### src/rtl/uart_receiver.sv
// Oversampled 8-bit UART receiver: start/data/stop framing, error flags, sticky overrun.
// Optional even-parity bit when the macro UART_RX_PARITY_EN is defined (default build is 8N1).
module uart_receiver #(
  parameter int OVERSAMPLE = 16
) (
  input  logic       reset,
  input  logic       budclk,
  input  logic       UART_RX,
  input  logic       rx_ack,
  output logic [7:0] RX_DATA,
  output logic       rx_valid,
  output logic       frame_err,
  output logic       parity_err,
  output logic       overrun,
  output logic       busy
);

  localparam int TW = $clog2(OVERSAMPLE);
  localparam logic [TW-1:0] TICK_HALF = TW'(OVERSAMPLE / 2 - 1);
  localparam logic [TW-1:0] TICK_LAST = TW'(OVERSAMPLE - 1);

  typedef enum logic [2:0] {
    IDLE,
    START,
    DATA,
`ifdef UART_RX_PARITY_EN
    PARITY,
`endif
    STOP
  } state_t;

  logic          r_sync1;
  logic          r_sync2;
  logic [1:0]    r_syncFill;
  logic          r_armed;
  state_t        r_state;
  logic [TW-1:0] r_tick;
  logic [2:0]    r_bitCnt;
  logic [7:0]    r_shift;
  logic          r_parityBit;
  logic          r_parityErr;

  logic          w_rxS;
  state_t        w_stateNext;
  logic [TW-1:0] w_tickNext;
  logic [2:0]    w_bitCntNext;
  logic [7:0]    w_shiftNext;
  logic          w_parityBitNext;
  logic          w_complete;

  assign w_rxS = r_sync2;
  assign busy  = (r_state != IDLE);

  // Synchronizer flops reset to the idle level; r_syncFill tracks when they hold real line samples.
  always_ff @(posedge budclk or posedge reset) begin
    if (reset) begin
      r_sync1    <= 1'b1;
      r_sync2    <= 1'b1;
      r_syncFill <= 2'b00;
    end else begin
      r_sync1    <= UART_RX;
      r_sync2    <= r_sync1;
      r_syncFill <= {r_syncFill[0], 1'b1};
    end
  end

  // Reception is only armed once a genuine high line level has been seen after reset,
  // so a line that is already low at deassertion cannot start a frame.
  always_ff @(posedge budclk or posedge reset) begin
    if (reset) begin
      r_armed <= 1'b0;
    end else if (r_syncFill[1] && w_rxS) begin
      r_armed <= 1'b1;
    end
  end

  always_ff @(posedge budclk or posedge reset) begin
    if (reset) begin
      r_state     <= IDLE;
      r_tick      <= '0;
      r_bitCnt    <= '0;
      r_shift     <= '0;
      r_parityBit <= 1'b0;
    end else begin
      r_state     <= w_stateNext;
      r_tick      <= w_tickNext;
      r_bitCnt    <= w_bitCntNext;
      r_shift     <= w_shiftNext;
      r_parityBit <= w_parityBitNext;
    end
  end

  always_comb begin
    w_stateNext     = r_state;
    w_tickNext      = r_tick + TW'(1);
    w_bitCntNext    = r_bitCnt;
    w_shiftNext     = r_shift;
    w_parityBitNext = r_parityBit;
    w_complete      = 1'b0;
    case (r_state)
      IDLE: begin
        w_tickNext   = '0;
        w_bitCntNext = '0;
        if (r_armed && !w_rxS) begin
          w_stateNext = START;
        end
      end
      // A line back high at mid start bit is treated as a glitch.
      START: begin
        if (r_tick == TICK_HALF) begin
          w_tickNext  = '0;
          w_stateNext = w_rxS ? IDLE : DATA;
        end
      end
      DATA: begin
        if (r_tick == TICK_LAST) begin
          w_tickNext   = '0;
          w_shiftNext  = {w_rxS, r_shift[7:1]};
          w_bitCntNext = r_bitCnt + 3'd1;
          if (r_bitCnt == 3'd7) begin
`ifdef UART_RX_PARITY_EN
            w_stateNext = PARITY;
`else
            w_stateNext = STOP;
`endif
          end
        end
      end
`ifdef UART_RX_PARITY_EN
      PARITY: begin
        if (r_tick == TICK_LAST) begin
          w_tickNext      = '0;
          w_parityBitNext = w_rxS;
          w_stateNext     = STOP;
        end
      end
`endif
      // Back to IDLE on the sampling edge so a back-to-back start bit is not missed.
      STOP: begin
        if (r_tick == TICK_LAST) begin
          w_tickNext  = '0;
          w_complete  = 1'b1;
          w_stateNext = IDLE;
        end
      end
      default: begin
        w_tickNext  = '0;
        w_stateNext = IDLE;
      end
    endcase
  end

  // A completion takes priority over a coinciding acknowledge.
  always_ff @(posedge budclk or posedge reset) begin
    if (reset) begin
      RX_DATA     <= 8'h00;
      rx_valid    <= 1'b0;
      frame_err   <= 1'b0;
      overrun     <= 1'b0;
      r_parityErr <= 1'b0;
    end else if (w_complete) begin
      RX_DATA     <= r_shift;
      rx_valid    <= 1'b1;
      frame_err   <= ~w_rxS;
      r_parityErr <= ^{r_shift, r_parityBit};
      if (rx_valid && !rx_ack) begin
        overrun <= 1'b1;
      end
    end else if (rx_valid && rx_ack) begin
      rx_valid <= 1'b0;
    end
  end

`ifdef UART_RX_PARITY_EN
  assign parity_err = r_parityErr;
`else
  assign parity_err = 1'b0;
`endif

endmodule

### config.mk
export PLATFORM = sky130hd
export DESIGN_NAME = uart_receiver
export DESIGN_NICKNAME = d
export VERILOG_FILES = /design/src/rtl/uart_receiver.sv
export SDC_FILE = /design/constraint.sdc
export NUM_CORES = 1
export LEC_CHECK = 0
export BUFFER_PORTS_ARGS = -buffer_cell sky130_fd_sc_hd__buf_2
export CORE_MARGIN = 10
export CORE_UTILIZATION = 41
export DETAILED_ROUTE_END_ITERATION = 16
export PLACE_DENSITY = 0.71
export SETUP_SLACK_MARGIN = 0.2
export SLEW_MARGIN = 20
export SYNTH_ARGS = -nofsm -noshare
export SYNTH_HDL_FRONTEND = slang
export SYNTH_SLANG_ARGS = --single-unit
### constraint.sdc
create_clock -name budclk -period 1.85 [get_ports budclk]
set_input_delay 0.0925 -clock budclk [delete_from_list [all_inputs] [get_ports budclk]]
set_output_delay 0.0925 -clock budclk [all_outputs]
set_load 0.02 [all_outputs]
==> qor.yml <==
crit_type: "reg2reg"
skew_ns: 0.008845
powerDensity_nw_per_um2: 978.2
avgSynthCellArea_sq_um: 14.14
viasPerCell: 4.865
cp_slowest_cell: "dfrtp_1"
slew_violations: 0
required_ns: 2.08
async_reset_ff_frac: 1.000
core_sq_um: 3363
synth_ff_type: "dfrtp_1"
syn_inst: 102
hold_class: "in2reg"
leakage_nw: 0.8183
finalCritPeriodShare: 0.8235
grt_max_degree: 19
drt-total-wl_um: 2287
ys_seq_area_frac: 0.5742
io_pins: 17
synth.area.top_cells: "dfrtp_1 (54%), mux2_4 (16%), dfstp_2 (3.6%), buf_6 (3.1%), nand3_1 (2.8%)"
worstMarginPinSlew_ns: 0.6648
die_w_um: 79.32
clk_pin_slew_ns: 0.10
synth_nets: 109
yosysTopAreaCellShare: 0.5377
min_period_ns: 1.524
grt_overflow: 0
ys_types: 30
root_buffer: "clkbuf_4"
rr_startpoint: "r_tick[0]"
cp_cell_sequence: "ha_2, and3_4, and2_4, mux2_4"
antenna-diode-count: 0
tritoncts: "built"
p_switching_uw: 493.4
grt_usage: 0.07728
crit_end: "r_shift[4]"
combinationalPowerShare: 0.202
hp-start: "rx_ack"
crit_family: "simple AND/OR/NAND/NOR gates"
syn_to_final_growth_pct: 11.97
rrSetupSlack_ns: 0.33
clock_path_buffers: 2
gp_congestion: 0.7627
power.clock.fraction: 0.242
final_layout_size_suffix_gt1_frac: 0.3871
swShare: 0.3123
drt-initial-drc-count: 94
ant_nets: 0
cp_max_fo: 10
clock_latency_ns: 0.33
tns_ns: 0
drc: 0
grt_pass1_wl_um: 3912
die_height_um: 79.32
r2r_end: "r_shift[4]"
max_freq_ghz: 0.6564
maxCapViolCount: 0
cts_sinks: 33
critPathCaptureType: "flop"
yosys.area.top_type: "dfrtp_1"
dpl.hpwl_um: 1701
critPathMaxStageDelay_ns: 0.39
ys_ff_latch: 33
setup_viol: 0
wl_per_cell_um: 13.45
path_depth: 4
rsz0062_at_grt: "no"
layout.cells.non_filler: 170
cts_buffers: 5
post-route-util: 0.4803
vias: 827
h-tree-depth: 2
grt_pass1_vias: 885
status: "finished, final reports clean"
first_pass_iters: 3
timing.hold.ws_ns: 0.04515
io_buffers: 15
crit_buf_inv: 0
cp-startpoint: "r_tick[0]"
vdd_drop_max_uv: 602.3
nNetsFinal: 130
power_frac_seq: 0.556
dp.cells: 160
rr_worst_depth: 4
grt_antenna_before_repair: 0
synth_edf_count: 0
row_count: 21
startpoint_type: "flop"
slew_headroom: 0.5563
cp.arrival_ns: 1.75
start_util: 0.4289
p_int_mw: 1.087
fp.dieArea_sq_um: 6291
hold_viol: 0
synth_area_sq_um: 1443
synth_warnings: 0
## synthesized netlist by cell type, types with 2 or more instances
| library cell | instances |
|---|---|
| a21o_1 | 3 |
| buf_4 | 2 |
| buf_6 | 4 |
| conb_1 | 2 |
| dfrtp_1 | 31 |
| dfstp_2 | 2 |
| ha_1 | 3 |
| inv_1 | 3 |
| mux2_4 | 15 |
| nand2_1 | 4 |
| nand3_1 | 8 |
| nor2_1 | 2 |
| nor2b_1 | 4 |
| nor3_1 | 2 |
| o21ai_0 | 2 |
## worst min path at each step
stage | to | slack, ns | cells past startpoint
final | rx_valid | 0.05 | 3
after global placement | r_shift[4] | 0.20 | 2
after global routing | rx_valid | 0.05 | 3
after floorplan | r_sync1 | 0.1 | 0
after CTS | overrun | 0.04 | 3
after detailed placement | r_sync1 | 0.20 | 1
## logic make-up after synthesis
family                   Yosys count  synth area share
flip-flops                        33            0.5742
XOR/XNOR                           2           0.01214
adder cells (fa/ha/maj)            3           0.02602
buffers and inverters              9           0.04943
multiplexers                      18            0.1787
AND/OR/NAND/NOR                   26            0.1093
AO/OA/AOI/OAI                      9           0.04511
other                              2          0.005206
## cell type report
type	instances	area (sq um)
timing repair buffer	20	117.6
inverter	3	11.26
tap	46	57.56
fill	314	1748
clock inverter	3	17.52
sequential	33	828.3
multi-input combinational	60	545.5
clock buffer	5	37.54
## registers in the layout (all words and copies together) (netlist names)
| name | flops |
|---|---|
| r_tick | 4 |
| r_state | 2 |
| frame_err | 1 |
| RX_DATA | 8 |
| r_armed | 1 |
| r_sync1 | 1 |
| r_syncFill | 2 |
| overrun | 1 |
| r_sync2 | 1 |
| r_shift | 8 |
| rx_valid | 1 |
| r_bitCnt | 3 |
## placed cells by master, fill, tap and decap left out, types with 3 or more instances in the layout
cell,n
a21o_1,3
buf_2,15
buf_4,3
clkbuf_4,5
dfrtp_1,31
inv_1,3
mux2_4,15
nand2_1,4
nand3_1,8
nor2b_1,4
## per-stage QoR
stage	power, mW	worst slack (ns)	cell area [sq um]
detailed placement	1.209	0.2809	1538
global placement	1.189	0.3346	1538
floorplan	1.161	0.3523	1443
global route	1.681	0.2370	1615
CTS	1.597	0.2667	1613
finish	1.580	0.3265	1615
## what timing repair did
item	in CTS	in global routing
resized for setup	0	1
hold endpoints to repair	15	0
hold buffers	2	0
buffers inserted	0	0
setup endpoints to repair	0	6
## power groups by stage
stage / logic, mW / clock network (mW) / registers (mW)
after floorplan: 0.300 / 0 / 0.861
after global placement: 0.306 / 0 / 0.883
after detailed placement: 0.317 / 0 / 0.892
after CTS: 0.322 / 0.397 / 0.878
after global routing: 0.360 / 0.431 / 0.890
final: 0.320 / 0.383 / 0.878
## worst min-delay path: cells and delay by family
family | cells | cell delay, ns
buf+inv | 1 | 0.07
simple gates | 2 | 0.18
## routing by layer
layer / wire [um] / global-route usage
met1: 1024 / 0.08384
met2: 1073 / 0.1240
met3: 156 / 0.04279
met4: 33 / 0.02867
met5: 0 / 0
(Power assumes the default switching activity.)
